[config.mk]
export PLATFORM = sky130hd
export DESIGN_NAME = shift_normalizer
export DESIGN_NICKNAME = d
export VERILOG_FILES = /design/src/rtl/shift_normalizer_pkg.sv /design/src/rtl/shift_normalizer_norm_detect.sv /design/src/rtl/shift_normalizer.sv
export SDC_FILE = /design/constraint.sdc
export NUM_CORES = 1
export LEC_CHECK = 0
export CORE_UTILIZATION = 37
export CTS_BUF_LIST = sky130_fd_sc_hd__clkbuf_4
export DETAILED_ROUTE_END_ITERATION = 10
export MAX_ROUTING_LAYER = met4
export PLACE_DENSITY = 0.68
export SYNTH_ARGS = -nofsm -noshare
export SYNTH_HDL_FRONTEND = slang
export SYNTH_HIERARCHICAL = 1
export SYNTH_SLANG_ARGS = --single-unit
[constraint.sdc]
create_clock -name clk -period 1.9 [get_ports clk]
set_input_delay 0.38 -clock clk [delete_from_list [all_inputs] [get_ports clk]]
set_output_delay 0.38 -clock clk [all_outputs]
set_load 0.05 [all_outputs]
[src/rtl/shift_normalizer_pkg.sv]
// Shared constants for the shift units: FSM state codes, default operand width
// and the normalization mode type.
package shift_normalizer_pkg;

    localparam int DEFAULT_WIDTH = 8;

    localparam logic [1:0] S_IDLE  = 2'd0;
    localparam logic [1:0] S_SHIFT = 2'd1;
    localparam logic [1:0] S_DONE  = 2'd2;

    typedef enum logic {
        MODE_UNSIGNED = 1'b0,
        MODE_SIGNED   = 1'b1
    } norm_mode_e;

endpackage

[src/rtl/shift_normalizer_norm_detect.sv]
// norm_detect: combinational flag that is high when a value is already
// normalized for the given mode (unsigned: MSB set; signed: MSB != next bit).
module shift_normalizer_norm_detect
    import shift_normalizer_pkg::*;
#(
    parameter int WIDTH = DEFAULT_WIDTH
) (
    input  logic [WIDTH-1:0] value,
    input  norm_mode_e       mode,
    output logic             norm
);

    localparam logic [WIDTH-1:0] ONE        = WIDTH'(1);
    localparam logic [WIDTH-1:0] UNS_THRESH = ONE << (WIDTH - 1);
    localparam logic [WIDTH-1:0] SGN_THRESH = ONE << (WIDTH - 2);

    logic [WIDTH-1:0] folded;

    // Folding the sign into a magnitude turns both modes into one threshold compare.
    always_comb begin
        folded = value;
        norm   = 1'b0;
        if (mode == MODE_SIGNED) begin
            folded = value ^ {WIDTH{value[WIDTH-1]}};
            norm   = (folded >= SGN_THRESH);
        end else begin
            norm   = (folded >= UNS_THRESH);
        end
    end

endmodule

[src/rtl/shift_normalizer.sv]
// Multi-cycle normalizer: finds the left shift that normalizes an operand,
// one bit per cycle, and returns the shifted value with the shift count.
module shift_normalizer
    import shift_normalizer_pkg::*;
#(
    parameter int WIDTH = DEFAULT_WIDTH,
    parameter int SHW   = $clog2(WIDTH)
) (
    input  logic             clk,
    input  logic             rst_n,
    input  logic             in_valid,
    output logic             in_ready,
    input  logic [WIDTH-1:0] din,
    input  logic             al,
    output logic             out_valid,
    input  logic             out_ready,
    output logic [WIDTH-1:0] dout,
    output logic [SHW-1:0]   shamt,
    output logic             zero
);

    logic [1:0]       state_q, state_d;
    logic [WIDTH-1:0] reg_q, reg_d;
    logic [SHW-1:0]   cnt_q, cnt_d;
    norm_mode_e       mode_q, mode_d;
    logic             zero_q, zero_d;
    logic             norm;

    shift_normalizer_norm_detect #(.WIDTH(WIDTH)) u_norm_detect (
        .value (reg_q),
        .mode  (mode_q),
        .norm  (norm)
    );

    always_comb begin
        // NOTE: every next-state value starts as a hold so no path leaves it unassigned (no latch).
        state_d = state_q;
        reg_d   = reg_q;
        cnt_d   = cnt_q;
        mode_d  = mode_q;
        zero_d  = zero_q;
        case (state_q)
            S_IDLE: begin
                if (in_valid) begin
                    reg_d   = din;
                    cnt_d   = '0;
                    mode_d  = norm_mode_e'(al);
                    zero_d  = (din == '0);
                    state_d = (din == '0) ? S_DONE : S_SHIFT;
                end
            end
            S_SHIFT: begin
                // A nonzero operand normalizes within WIDTH-1 shifts, so cnt cannot wrap.
                if (norm) begin
                    state_d = S_DONE;
                end else begin
                    reg_d = reg_q << 1;
                    cnt_d = cnt_q + SHW'(1);
                end
            end
            S_DONE: begin
                if (out_ready) state_d = S_IDLE;
            end
            default: state_d = S_IDLE;
        endcase
    end

    // NOTE: non-blocking assignments so every flop samples the same pre-edge values.
    always_ff @(posedge clk or negedge rst_n) begin
        if (!rst_n) begin
            state_q <= S_IDLE;
            reg_q   <= '0;
            cnt_q   <= '0;
            mode_q  <= MODE_UNSIGNED;
            zero_q  <= 1'b0;
        end else begin
            state_q <= state_d;
            reg_q   <= reg_d;
            cnt_q   <= cnt_d;
            mode_q  <= mode_d;
            zero_q  <= zero_d;
        end
    end

    assign in_ready  = (state_q == S_IDLE);
    assign out_valid = (state_q == S_DONE);
    assign dout      = reg_q;
    assign shamt     = cnt_q;
    assign zero      = zero_q;

    // Golden checks: a presented result is normalized (or a clean zero) and holds under backpressure.
    a_done_normalized: assert property (@(posedge clk) disable iff (!rst_n)
        out_valid |-> (zero_q ? (reg_q == '0 && cnt_q == '0) : norm));

    a_hold_under_backpressure: assert property (@(posedge clk) disable iff (!rst_n)
        (out_valid && !out_ready) |=> (out_valid && $stable(reg_q) && $stable(cnt_q) && $stable(zero_q)));

    a_legal_state: assert property (@(posedge clk) disable iff (!rst_n)
        state_q != 2'd3);

endmodule

==> results.md <==
- After synthesis, the largest area contributor takes up between 40% and 50% of total cell area.
- Of the cells placed in the final design, the portion with a size suffix greater than 1 is 49.6%.
- Averaged over all synthesized cells, the footprint is approximately 12 um^2.
- The path type of the worst setup path is reg2reg.
- After detailed routing, the wire length on met1 is just under 1000 um.
- The cell taking the most area after synthesis is sky130_fd_sc_hd__dfrtp_1.
- The class of the worst hold path is in2async.
- The finished cells cover roughly 1300 um^2.
- The post-detailed-route count of antenna-violating nets is 0.
- Subtracting the final worst setup slack from the clock period gives 1910 ps.
- After detailed routing, no signal wire sits above met4.
- The most common cell in the synthesized netlist is sky130_fd_sc_hd__dfrtp_1.
- The critical path goes through ha_4, nor4b_4, a21oi_2, mux2i_2, nand2b_4, a21oi_4, mux2_4.
- The buffering stage count on the worst path with inverters included is 0.
- In the routed design, unresolved DRC markers number 0.
- The cell at the root of the clock tree is sky130_fd_sc_hd__clkbuf_4.
- The synthesized cell area is 891 um^2.
- Relative to the synthesized area, the layout overhead comes to 48.7%.
- The layout has between 150 and 200 filler cells.
- The final setup skew is roughly 12 ps.
- The power dissipated by switching net loads is around 1.2 mW.
- The actual slew at the worst max-slew pin is ~480 ps.
- The worst-case IR drop observed on VDD is about 1.2 mV.
- The headroom to the max-slew limit is 67.8%.
- The worst hold margin is between 300 and 400 ps.
- The power share of the clock group is slightly above 7%.
- The period utilization is 100%.
- The critical-path cell with the highest stage delay is sky130_fd_sc_hd__dfrtp_2.
- The clock net sink count is 15.
- The reg-to-reg endpoint is dout[2].
- The final reports fail on setup timing.
- The largest net degree at the start of global routing is 11.
- The final number of setup-violating endpoints is 2.
- Summed over all cells, the static leakage comes to approximately 0.6 nW.
- The switching power as a share of total power is 44.7%.
- The detailed route wirelength on metal2 is 933 um.
- In the detailed route, the total length drawn on met3 is ~120 um.
- The core footprint is 2230 um^2.
- The number of hold violations in the final report is 0.
- TritonCTS built the clock tree.
- The residual overflow from global routing is 0.
- The number of pins exceeding their max-slew limit in the final report came to 0.
- After clock tree synthesis, the clock-pin slew on the worst setup and hold paths is roughly 100 ps.
- The number of antenna violations at the first check in global routing was 0.
- The data arrival time of the worst path is around 2100 ps.
- Yosys attributes the largest share of cell area to sky130_fd_sc_hd__dfrtp_1 (42%), sky130_fd_sc_hd__mux2_4 (13%), sky130_fd_sc_hd__mux2_1 (7.6%).
- The required arrival time at the worst endpoint is slightly above 2000 ps.
- The final HPWL from detailed placement is 1550 um.
- The initial utilization of the core area, before any placement, comes to about 40%.
- STA classifies the critical path startpoint as a register.
- The total CTS buffers is 3.
- The synthesized design contains 0 enable-type register cells.
- The routed wirelength normalized by instance count is roughly 14 um.
- The die span in y is 51.1 um.
- The I/O pin count is 27.
- The antenna diode instance count is 0.
- After synthesis, the most frequently instantiated cells are sky130_fd_sc_hd__dfrtp_1 (15), sky130_fd_sc_hd__mux2_4 (8), sky130_fd_sc_hd__mux2_1 (6), sky130_fd_sc_hd__a22o_1 (4).
- The run finished, with violations left.
- After detailed placement, the total cell area comes to 1270 um^2.
- Internal power comes to ~1.5 mW.
- For this run, the total global-route usage over all layers was measured as 18.8%.
- The port buffer count is 26.
- The maximum root-to-sink buffer count is 2.
- The post-synthesis instance total is 72.
- The number of violations reported at the end of detailed-routing iteration 0 is 7.
- In the post-route analysis, the smallest setup slack over all paths is -7.97 ps.
- Sequential cells were found to cover 42.1% of the synthesized design area.
- The area of the die is ~2600 um^2.
- The number of placement rows is 17.
- The setup slack of the worst register-to-register path is -8 ps.
- Synthesis produced a netlist with a net count of just under 90.
- The number of cells on the worst reg-to-reg path is 7.
- The count of nets after finishing is 129.
- The maximum clock frequency is about 0.52 GHz.
- The first global-routing pass estimated between 3000 and 4000 um of wire.
- The number of distinct library cell variants in the gate-level netlist after synthesis is 27.
- The final weighted congestion in routability-driven placement is 0.765.
- The clock insertion delay at the later pin of the skew report is approximately 280 ps.
- The launching point of the worst reg2reg path is dout[7].
- The horizontal die dimension is between 50 and 60 um.
- The commonest register cell after synthesis is sky130_fd_sc_hd__dfrtp_1.
- Detailed routing inserted a total of between 700 and 800 vias.
- The share of synthesized flip-flops with an asynchronous set or reset is 100%.
- The power density over the cells is about 2100 nW/um^2.
- The number of iterations in the first detailed-routing pass is 4.
- The endpoint class of the critical path is a register.
- The per-cell via count in the routed design is 5.05.
- The number of max-cap violations is 0.
- The logic gate share of total power is a little over two thirds.
- The via count of the first global-routing pass is 730.
- Setup repair after global routing could not meet its margin everywhere.
- In this design, the largest share of critical-path delay is due to compound AO/OA/AOI/OAI gates.
- The Yosys step of the flow raised 6 warnings.
- The wire length reported by the detailed router is a little over 2000 um.
- In this run the worst path has a maximum fanout of 7.
- CTS built an H-tree with a depth of 1.
- Counting flops and latches in the post-synthesis netlist gives 15.
- The portion of total power attributed to sequential cells is between 20% and 30%.
- In this design, the stage delay of the slowest critical-path cell is approximately 430 ps.
power by group through the flow:
stage	Combinational, mW	Sequential [mW]	Clock (mW)
global route	2.05	0.651	0.223
finish	1.93	0.631	0.195
detailed placement	1.89	0.617	0
floorplan	0.868	0.982	0
global placement	1.87	0.616	0
CTS	1.91	0.628	0.203
cell usage in the layout, fill, tap and decap left out, drive strengths merged:
| master | instances |
|---|---|
| a21o | 1 |
| a21oi | 3 |
| a22o | 4 |
| a22oi | 1 |
| buf | 28 |
| clkbuf | 4 |
| clkdlybuf4s50 | 12 |
| dfrtp | 15 |
| ha | 2 |
| inv | 3 |
| mux2 | 17 |
| mux2i | 1 |
| nand2 | 3 |
| nand2b | 2 |
| nor2 | 3 |
| nor2b | 3 |
| nor3 | 1 |
| nor4 | 2 |
| nor4b | 1 |
| o21ai | 3 |
| o21bai | 1 |
| o22a | 1 |
| o22ai | 1 |
| or3b | 1 |
worst register-to-register path: stages (launching register included):
cell and delay, ps:
sky130_fd_sc_hd__dfrtp_2 430, sky130_fd_sc_hd__ha_4 160, sky130_fd_sc_hd__nor4b_4 120, sky130_fd_sc_hd__a21oi_2 140, sky130_fd_sc_hd__mux2i_2 110, sky130_fd_sc_hd__nand2b_4 160, sky130_fd_sc_hd__a21oi_4 330, sky130_fd_sc_hd__mux2_4 340
metrics by stage:
stage	instances	utilization, %	total power, mW	setup TNS, ps	setup slack [ps]
3_5_place_dp	136	57.1	2.51	-184	-29.6
5_1_grt	141	59.3	2.93	-596	-77.4
6_report	141	59.3	2.76	-10.7	-7.97
4_1_cts	140	59.0	2.74	-5.84	-5.84
3_3_place_gp	136	57.1	2.49	0	40.5
2_1_floorplan	72	-	1.85	-1350	-190
routing by layer:
metal | vias to the layer above | GRT usage (%)
li1 | 344 | -
met1 | 343 | 24.0
met4 | 0 | 5.56
met5 | - | -
met2 | 23 | 30.0
met3 | 2 | 3.57
state kept, by name (all words and copies together), names as in the netlist:
name,flops
dout,8
shamt,3
zero,1
mode_q,1
state_q,2
kinds of logic (layout without fill, tap and decap cells):
logic type / after synthesis / after routing / share of synthesized area [%]
fa+ha+maj: 2 / 2 / 2.81
simple gates: 16 / 16 / 11.8
compound gates: 15 / 15 / 12.9
buf+inv: 6 / 47 / 4.35
flops: 15 / 15 / 42.1
mux: 18 / 18 / 26.0
final cells by class:
cell class	instances	area [um^2]	share of cell area [%]
clock buffers	4	30.0	2.27
flip-flops and latches	15	378	28.5
multi-input cells	51	515	38.9
inverters	3	11.3	0.850
well taps	28	35.0	2.64
repair buffers	40	355	26.8
repair_timing:
action,CTS,global route
hold endpoints to repair,0,0
hold buffers,0,0
endpoints found under the setup margin,9,10
pin swaps,3,2
resized for setup,4,0
buffers inserted,1,1
how the worst max path moves through the flow:
stage | from | to | slack (ps) | depth (start not counted)
floorplan | dout[6] | dout[6] | -190 | 8
global route | dout[7] | dout[7] | -80 | 7
global placement | dout[6] | dout[6] | 40 | 9
CTS | dout[7] | dout[2] | -6 | 7
finish | dout[7] | dout[2] | -8 | 7
detailed placement | dout[6] | dout[2] | -30 | 9
Note: power is estimated with default switching activity, not from simulation.
